## src/rtl/inst_fetch_queue_pkg.sv

```systemverilog
// Shared fetch/decode types: the {pc, inst} entry carried from fetch to decode.
package inst_fetch_queue_pkg;

   localparam int XLEN          = 32;
   localparam int DEFAULT_DEPTH = 4;

   typedef struct packed {
      logic [XLEN-1:0] pc;
      logic [XLEN-1:0] inst;
   } fetch_entry_t;

endpackage

```

## src/rtl/inst_fetch_queue.sv

```systemverilog
// In-order buffer between fetch and decode; absorbs decode stalls and drops
// everything on a pipeline flush. Full/empty come from the count alone.
module inst_fetch_queue
   import inst_fetch_queue_pkg::*;
#(
   parameter int DEPTH = DEFAULT_DEPTH,
   parameter int CNT_W = $clog2(DEPTH) + 1
) (
   input  logic             clock,
   input  logic             reset,
   input  logic [XLEN-1:0]  io_in_pc,
   input  logic [XLEN-1:0]  io_in_inst,
   input  logic             io_in_valid,
   output logic             io_in_ready,
   output logic [XLEN-1:0]  io_out_pc,
   output logic [XLEN-1:0]  io_out_inst,
   output logic             io_out_valid,
   input  logic             io_out_ready,
   input  logic             io_flush,
   output logic [CNT_W-1:0] io_count
);

   localparam int PTR_W = $clog2(DEPTH);

   fetch_entry_t     mem [DEPTH];
   logic [PTR_W-1:0] head;
   logic [PTR_W-1:0] tail;
   logic [CNT_W-1:0] count;
   logic             enq;
   logic             deq;
   fetch_entry_t     head_entry;

   // NOTE: every always_comb output gets a default first so no path leaves it unassigned (no latch).
   always_comb begin
      io_in_ready  = 1'b0;
      io_out_valid = 1'b0;
      io_in_ready  = (count != CNT_W'(DEPTH));
      io_out_valid = (count != '0);
   end

   // Handshakes in a flush cycle are visible on the ports but must not move state.
   assign enq = io_in_valid  && io_in_ready  && !io_flush;
   assign deq = io_out_valid && io_out_ready && !io_flush;

   assign head_entry  = mem[head];
   assign io_out_pc   = head_entry.pc;
   assign io_out_inst = head_entry.inst;
   assign io_count    = count;

   // NOTE: state is updated with non-blocking assignments so all registers see pre-edge values.
   always_ff @(posedge clock) begin
      if (reset) begin
         head  <= '0;
         tail  <= '0;
         count <= '0;
      end else if (io_flush) begin
         head  <= '0;
         tail  <= '0;
         count <= '0;
      end else begin
         if (enq) tail <= tail + PTR_W'(1);
         if (deq) head <= head + PTR_W'(1);
         case ({enq, deq})
            2'b10:   count <= count + CNT_W'(1);
            2'b01:   count <= count - CNT_W'(1);
            default: count <= count;
         endcase
      end
   end

   // NOTE: storage is reset so the head read is 0 after reset; flush leaves contents alone.
   always_ff @(posedge clock) begin
      if (reset) begin
         for (int i = 0; i < DEPTH; i++) mem[i] <= '0;
      end else if (enq) begin
         mem[tail] <= '{pc: io_in_pc, inst: io_in_inst};
      end
   end

endmodule

```

## config.mk

```make
export PLATFORM = sky130hd
export DESIGN_NAME = inst_fetch_queue
export DESIGN_NICKNAME = d
export VERILOG_FILES = /design/src/rtl/inst_fetch_queue_pkg.sv /design/src/rtl/inst_fetch_queue.sv
export SDC_FILE = /design/constraint.sdc
export NUM_CORES = 1
export LEC_CHECK = 0
export ABC_AREA = 1
export CORE_ASPECT_RATIO = 1.4
export CORE_MARGIN = 4
export CORE_UTILIZATION = 52
export CTS_BUF_LIST = sky130_fd_sc_hd__clkbuf_8
export CTS_CLUSTER_DIAMETER = 80
export DETAILED_ROUTE_END_ITERATION = 16
export PLACE_DENSITY_LB_ADDON = 0.12
export REMOVE_ABC_BUFFERS = 1
export SKIP_CTS_REPAIR_TIMING = 1
export SLEW_MARGIN = 0
export SYNTH_ARGS = -nofsm -noshare
export SYNTH_HDL_FRONTEND = slang
export SYNTH_SLANG_ARGS = --single-unit
export TNS_END_PERCENT = 20
```

## constraint.sdc

```tcl
create_clock -name clock -period 7.6 [get_ports clock]
set_input_delay 2.28 -clock clock [delete_from_list [all_inputs] [get_ports clock]]
set_output_delay 2.28 -clock clock [all_outputs]
set_load 0.005 [all_outputs]
```

==> After elaboration in Yosys (flattened, before gate mapping) <==
Memory sizes are Yosys's and may differ from the RTL's. A register that Yosys moved wholly into a read port is not among the register bits.
Index checks and enable logic that the tools add are counted.
{ "classes": {"add_sub_neg": 4, "eq_ne": 3, "n_mux": 11, "reduce_logical": 9} }
{ "op_table": {"columns": ["op", "count"], "rows": [
  ["two-way mux 64 bit", 1],
  ["OR reduction 64 bit", 1],
  ["two-way mux 1 bit", 6],
  ["two-way mux 2 bit", 3],
  ["case mux 3 bit (2 select lines)", 1],
  ["adder 2 x 1 -> 2 bit (second input constant)", 2],
  ["logical AND 1 bit", 4],
  ["adder 3 x 1 -> 3 bit (second input constant)", 1],
  ["!= test 3 bit (second input constant)", 1],
  ["nonzero test 3 bit", 1],
  ["subtractor 3 x 1 -> 3 bit (second input constant)", 1],
  ["equality test 2 x 1 -> 1 bit (second input constant)", 1],
  ["equality test 2 bit (second input constant)", 1],
  ["nonzero test 2 bit", 1],
  ["OR reduction 2 bit", 1],
  ["zero test 1 bit", 1]
]} }
{ "totals": {"register_bits": 7, "ramBits": 256, "in_bits": 69, "out_inout_bits": 69, "wordCells": 31, "memories": 1} }
{ "memory_table": {"columns": ["name", "words", "word_bits", "read_ports", "rd_ports_with_merged_regs", "write_ports", "line", "text"], "rows": [
  ["mem", 4, 64, 1, 1, 4, "inst_fetch_queue.sv:25", "fetch_entry_t mem [DEPTH];"]
]} }

==> Logic depth before layout (Yosys ltp) <==
Gate-level depths: netlist of run 1.
{ "logic_depth": {"ltp_word": 8, "mapped_depth": 13, "depth_no_buf": 13} }

==> Worst setup path before layout of run 1 <==
No wires, ideal clock.
{ "synth_path": {"kind": "input port to flip-flop", "from": "input port io_in_valid", "to": "memory mem[0][0] (netlist name), enable pin", "setup_ns": 0.574, "arrival_time_ns": 7.066, "required_time_ns": 7.026, "setup_slack_ns": -0.041, "cell_stages": 4, "n_path_buf": 0, "cell_sequence": "inv_1 > nor2_4 > nand2_4 > o21ai_0"} }
{ "synth_rtl": {"columns": ["item", "line", "text"], "rows": [
  ["from (decl)", "inst_fetch_queue.sv:13", "input logic io_in_valid,"],
  ["to (decl)", "inst_fetch_queue.sv:25", null]
]} }

==> results of run 1 <==
-- per-stage QoR --
stage | util, % | worst slack, ps | cells | hold WS, ps | cell area (um2)
3_5_place_dp | 59.9 | 2550 | 1418 | 484 | 13000
4_1_cts | 63.0 | 1970 | 1489 | 499 | 13700
2_1_floorplan | - | -40.7 | 973 | 462 | 11200
5_1_grt | 63.0 | 1780 | 1489 | 535 | 13700
3_3_place_gp | 59.9 | 2630 | 1418 | 488 | 13000
6_report | 63.0 | 2060 | 1489 | 492 | 13700
-- cell usage in the layout, fill, tap and decap left out, drive strengths merged --
master | Yosys | layout
a21oi | 4 | 4
buf | 20 | 11
clkbuf | 48 | 41
clkdlybuf4s50 | 0 | 137
clkinv | 1 | 19
dfxtp | 9 | 9
edfxtp | 256 | 256
fa | 1 | 1
ha | 1 | 1
inv | 81 | 93
nand2 | 86 | 86
nand3 | 3 | 3
nand3b | 1 | 1
nor2 | 333 | 333
o21ai | 132 | 132
o22ai | 64 | 64
or2 | 1 | 1
-- final timing paths --
path | from | end | slack, ps | cells after the start
setup / recovery | register | io_out_pc[9] | 2060 | 5
hold / removal | head[1] | register | 490 | 2
setup reg to reg | tail[0] | mem[0][32] | 5270 | 3
hold reg to reg | head[1] | register | 490 | 2
-- power by group through the flow --
| stage | Sequential (W) | Combinational [W] | Clock (W) |
|---|---|---|---|
| after floorplan | 0.00172 | 0.0000887 | 0 |
| after global placement | 0.00172 | 0.000227 | 0 |
| after detailed placement | 0.00172 | 0.000229 | 0 |
| after CTS | 0.00169 | 0.000230 | 0.00104 |
| after global routing | 0.00169 | 0.000246 | 0.00110 |
| final | 0.00169 | 0.000226 | 0.00102 |
-- sequential cells by signal, indices dropped and copies added, names as in the netlist, named ones only --
signal    cells
mem         256
head          2
io_count      3
tail          2
-- worst register-to-register path: cells and delay by family, from the launching register on --
| family | cells | cell delay [ps] |
|---|---|---|
| buffers and inverters | 1 | 750 |
| AO/OA/AOI/OAI | 1 | 470 |
| flip-flops | 1 | 360 |
| AND/OR/NAND/NOR | 1 | 330 |
-- cells by family (layout without fill, tap and decap cells) --
| logic type | after synthesis | in the layout | share of synthesized area, % |
|---|---|---|---|
| AOI/OAI and AO/OA | 200 | 200 | 9.40 |
| and+or+nand+nor | 424 | 424 | 16.2 |
| adders and majority gates | 2 | 2 | 0.283 |
| buffers and inverters | 150 | 301 | 5.69 |
| DFF | 265 | 265 | 68.4 |
-- layer usage --
metal / global-route usage (%) / routed length [um] / vias up / share of wire [%]
met5: 0 / 19 / - / 0.072
met4: 7.53 / 729 / 2 / 2.7
met3: 4.44 / 1780 / 61 / 6.7
met2: 38.2 / 13700 / 265 / 51
met1: 26.0 / 10400 / 3899 / 39
li1: - / - / 3783 / -
-- layout make-up --
class                           count  area, um2  share of cell area [%]
Sequential cell                   265       7870                    57.3
Multi-Input combinational cell    626       3020                    22.0
Timing Repair Buffer              148       1470                    10.7
Clock buffer                       41        564                    4.11
Tap cell                          297        372                    2.71
Inverter                           82        310                    2.26
Clock inverter                     30        124                   0.902
==> flow_summary.toml, run 1 <==
[outcome]
status = "completed"

[synthesis]
synth.distinct_cells = 22
synth_ff_type = "edfxtp_1"
yosysMostFrequentCell = "nor2_1"
netlist_instances = 1041
synth_top_area_share_pct = 66.8
yosys_warnings = 0
ys_seq_area_share_pct = 68.4
synth.avg_cell_area_um2 = 11.0
synth_common_cells = "331 x nor2_1, 256 x edfxtp_1, 132 x o21ai_0, 81 x inv_1, 64 x o22ai_1"
synthArstFlopShare_pct = 0
synth-seq-cells = 265
netlist_top_cells_area = "edfxtp_1 67%, nor2_1 11%, o21ai_0 5.7%"
synth_edf_count = 256
mappedNetlistArea_mm2 = 0.0115
synth_top_area_cell = "edfxtp_1"

[setup_path]
crit_type = "register to output port"
cpLargestDelayFamily = "buffers and inverters"
critPathMaxStageDelay_ps = 740
crit_path_top_delay_cell = "inv_4"
crit_chain = "inv_4, buf_4, o21ai_0, o22ai_1, clkdlybuf4s50_1"
crit_path_end_kind = "output port"
path_buf_inv = 3
worstPathMaxFanout = 89
cp_data_required_time_ps = 5320
cp-start-kind = "register"
crit_arrival_ps = 3260

[cells_and_area]
nets = 1233
fill_cells = 1806
n_antenna_cell = 0
layout-drive-gt1-share_pct = 8.89
syn_to_final_growth_pct = 19.4

[global_route]
grt_pass1_wl_um = 41500
grt_overflow = 0
grt_pass1_vias = 8114
antenna_found_initial = 1
grt_usage_pct = 21.5
grt_max_degree = 90

[clock_network]
clk_path_buf_depth = 3
cts.sinks = 265
cts_tree = "yes"
cts_made_buffers = 39
path_clk_slew_ps = 70
h-tree-depth = 2
insertion_delay_ps = 510
root_buffer = "clkbuf_8"

[power]
p_switching_w = 0.000661
p_comb_share_pct = 7.7
p_leak_nw = 5.71
power_frac_seq_pct = 57.5
cellInternalPower_w = 0.00227
p_total_w = 0.00293
p_per_area_mw_per_mm2 = 214
sw_frac_of_total_pct = 22.5
vdd_drop_max_mv = 0.109
clkPwrFrac_pct = 34.8

[floorplan]
die_h_um = 184
initial_core_util_pct = 52.8
pin_count = 138
fp-row-count = 64
die-area_mm2 = 0.0246
coreArea_mm2 = 0.0218
fp.dieW_um = 134

[drt]
drc_errors = 0
drt-initial-drc-count = 627
wirelength_um = 26600
drtAntennaViolNets = 0
routedWlPerCell_um = 17.8
viasPerCell = 5.38
vias = 8010
first_pass_iters = 5

[sta]
setup_viol = 0
slew_violations = 0
fin_setup_tns_ps = 0
period_share_pct = 72.8
tightest_slew_ps = 1050
hold_viol = 0
max-slew-margin-rel_pct = 30.2
rsz0062_at_grt = "no"
worst_clock_skew_ps = 14.4
fin_crit_ps = 5540
fmax_mhz = 181

[placed_design]
dpl.hpwl_um = 13800
globalplace.congestion = 0.752
place.port_buffers = 137

[run]
drv_cap = 0

[min_path]
min_path_type = "register to register"
(Power assumes the default switching activity.)
==> run 2, diff against run 1 <==
--- a/config.mk
+++ b/config.mk
@@ -8,7 +8,7 @@
 export ABC_AREA = 1
 export CORE_ASPECT_RATIO = 1.4
 export CORE_MARGIN = 4
-export CORE_UTILIZATION = 52
+export CORE_UTILIZATION = 58
 export CTS_BUF_LIST = sky130_fd_sc_hd__clkbuf_8
 export CTS_CLUSTER_DIAMETER = 80
 export DETAILED_ROUTE_END_ITERATION = 16
==> constraint.sdc (replaced) <==
create_clock -name clock -period 5.8 [get_ports clock]
set_input_delay 1.74 -clock clock [delete_from_list [all_inputs] [get_ports clock]]
set_output_delay 1.74 -clock clock [all_outputs]
set_load 0.005 [all_outputs]
==> flow_summary.toml, run 2 (same netlist as run 1, synthesis figures left out) <==
[power]
sw_frac_of_total_pct = 21.9
p_comb_share_pct = 7.7
power_frac_seq_pct = 57.2
clkPwrFrac_pct = 35.1
cellInternalPower_w = 0.00302
p_leak_nw = 5.75
p_switching_w = 0.000846
vdd_drop_max_mv = 0.253
p_per_area_mw_per_mm2 = 281

[setup_path]
cp_data_required_time_ps = 4060
crit_path_top_delay_cell = "dfxtp_4"
cp-start-kind = "register"
worstPathMaxFanout = 70
crit_arrival_ps = 3070
crit_type = "register to output port"
worst_r2r_path_depth = 6
critPathMaxStageDelay_ps = 750
rr_endpoint = "mem[2][49]"
r2r-start = "tail[1]"
rrSetupSlack_ps = 3290
crit_chain = "buf_4, o21ai_0, o22ai_1, clkdlybuf4s50_1"
crit_path_end_kind = "output port"

[cells_and_area]
final_cell_mix = "331 x nor2_1, 256 x edfxtp_1, 137 x clkdlybuf4s50_1"
final_cells = 1441
fill_cells = 1493
n_antenna_cell = 0
regMostFlops = "mem"
nets = 1237
layout-drive-gt1-share_pct = 8.89
final_common_cell = "nor2_1"
syn_to_final_growth_pct = 19.3
largest_reg_flops = 256
design_area_mm2 = 0.0137

[drt]
wirelength_um = 26400
first_pass_iters = 5
viasPerCell = 5.61
drtAntennaViolNets = 0
drc_errors = 0
routedWlPerCell_um = 18.3
drt-initial-drc-count = 684
vias = 8078

[sta]
fmax_mhz = 208
slew_violations = 0
tightest_slew_ps = 1050
max-slew-margin-rel_pct = 29.8
fin_crit_ps = 4810
setup_viol = 0
worst_clock_skew_ps = 14.8
rsz0062_at_grt = "no"
hold_viol = 0
period_share_pct = 83.0

[min_path]
min_from = "head[1]"
min_path_type = "register to register"
min_path_cells = 2

[placed_design]
globalplace.congestion = 0.750
place.port_buffers = 137
placed_cells = 1374
post_dp_cell_area_mm2 = 0.0130
dpl.hpwl_um = 14400

[global_route]
grt_pass1_wl_um = 41100
grt_usage_pct = 23.5
grt_max_degree = 71
grt_pass1_vias = 8154
grt_overflow = 0
antenna_found_initial = 1

[clock_network]
cts_tree = "yes"
cts_made_buffers = 38
h-tree-depth = 2
root_buffer = "clkbuf_8"
clk_path_buf_depth = 3
insertion_delay_ps = 510
cts.sinks = 265
path_clk_slew_ps = 60

[floorplan]
die-area_mm2 = 0.0222
pin_count = 138
fp.dieW_um = 127
fp-row-count = 60
coreArea_mm2 = 0.0194
initial_core_util_pct = 59.4
die_h_um = 175

[outcome]
status = "completed"

[run]
drv_cap = 0
run 2: changes by cell type in the layout (fill, tap and decap cells not counted), sizes merged:
cell and delta:
buf +5, bufinv +1, inv +6, clkinv -11
run 2: layer usage:
metal  share of wire, %  track usage (%)
met5              0.049                0
met3                7.4             4.43
met1                 38             28.8
met4                2.6             8.41
met2                 52             41.4
run 2: power by group through the flow:
stage / Sequential [W] / Combinational (W) / Clock [W]
finish: 0.00221 / 0.000298 / 0.00135
global route: 0.00222 / 0.000321 / 0.00146
CTS: 0.00221 / 0.000301 / 0.00137
detailed placement: 0.00225 / 0.000300 / 0
global placement: 0.00225 / 0.000297 / 0
floorplan: 0.00226 / 0.000116 / 0
run 2: worst max path at each step:
stage                      from              end  slack, ps  cells past startpoint
floorplan           io_in_valid        mem[0][0]      -1300                      4
detailed placement     register  io_out_inst[27]       1560                      4
CTS                    register  io_out_inst[27]       1020                      4
global placement       register  io_out_inst[27]       1620                      4
global route           register    io_out_pc[28]        860                      4
finish                 register  io_out_inst[27]        990                      4
run 2: final cells by class:
cell class / instances / area [um2] / area share (%)
Sequential cell: 265 / 7870 / 57.4
Multi-Input combinational cell: 626 / 3020 / 22.0
Timing Repair Buffer: 153 / 1520 / 11.0
Clock buffer: 41 / 564 / 4.11
Inverter: 82 / 310 / 2.26
Tap cell: 248 / 310 / 2.26
Clock inverter: 26 / 128 / 0.930
run 2: worst max-delay path, delay by kind of cell, from the launching register on:
kind | cells | cell delay, ps
flip-flops | 1 | 750
AO/OA/AOI/OAI | 2 | 520
buffers and inverters | 2 | 1210
run 2: metrics by stage:
stage | power, W | setup TNS [ps] | worst slack (ps) | hold slack, ps | utilization (%)
2_1_floorplan | 0.00237 | -285090 | -1300 | 462 | -
3_3_place_gp | 0.00254 | 0 | 1620 | 483 | 67.3
3_5_place_dp | 0.00255 | 0 | 1560 | 483 | 67.3
4_1_cts | 0.00388 | 0 | 1020 | 493 | 70.9
5_1_grt | 0.00400 | 0 | 855 | 529 | 70.9
6_report | 0.00386 | 0 | 989 | 492 | 70.9
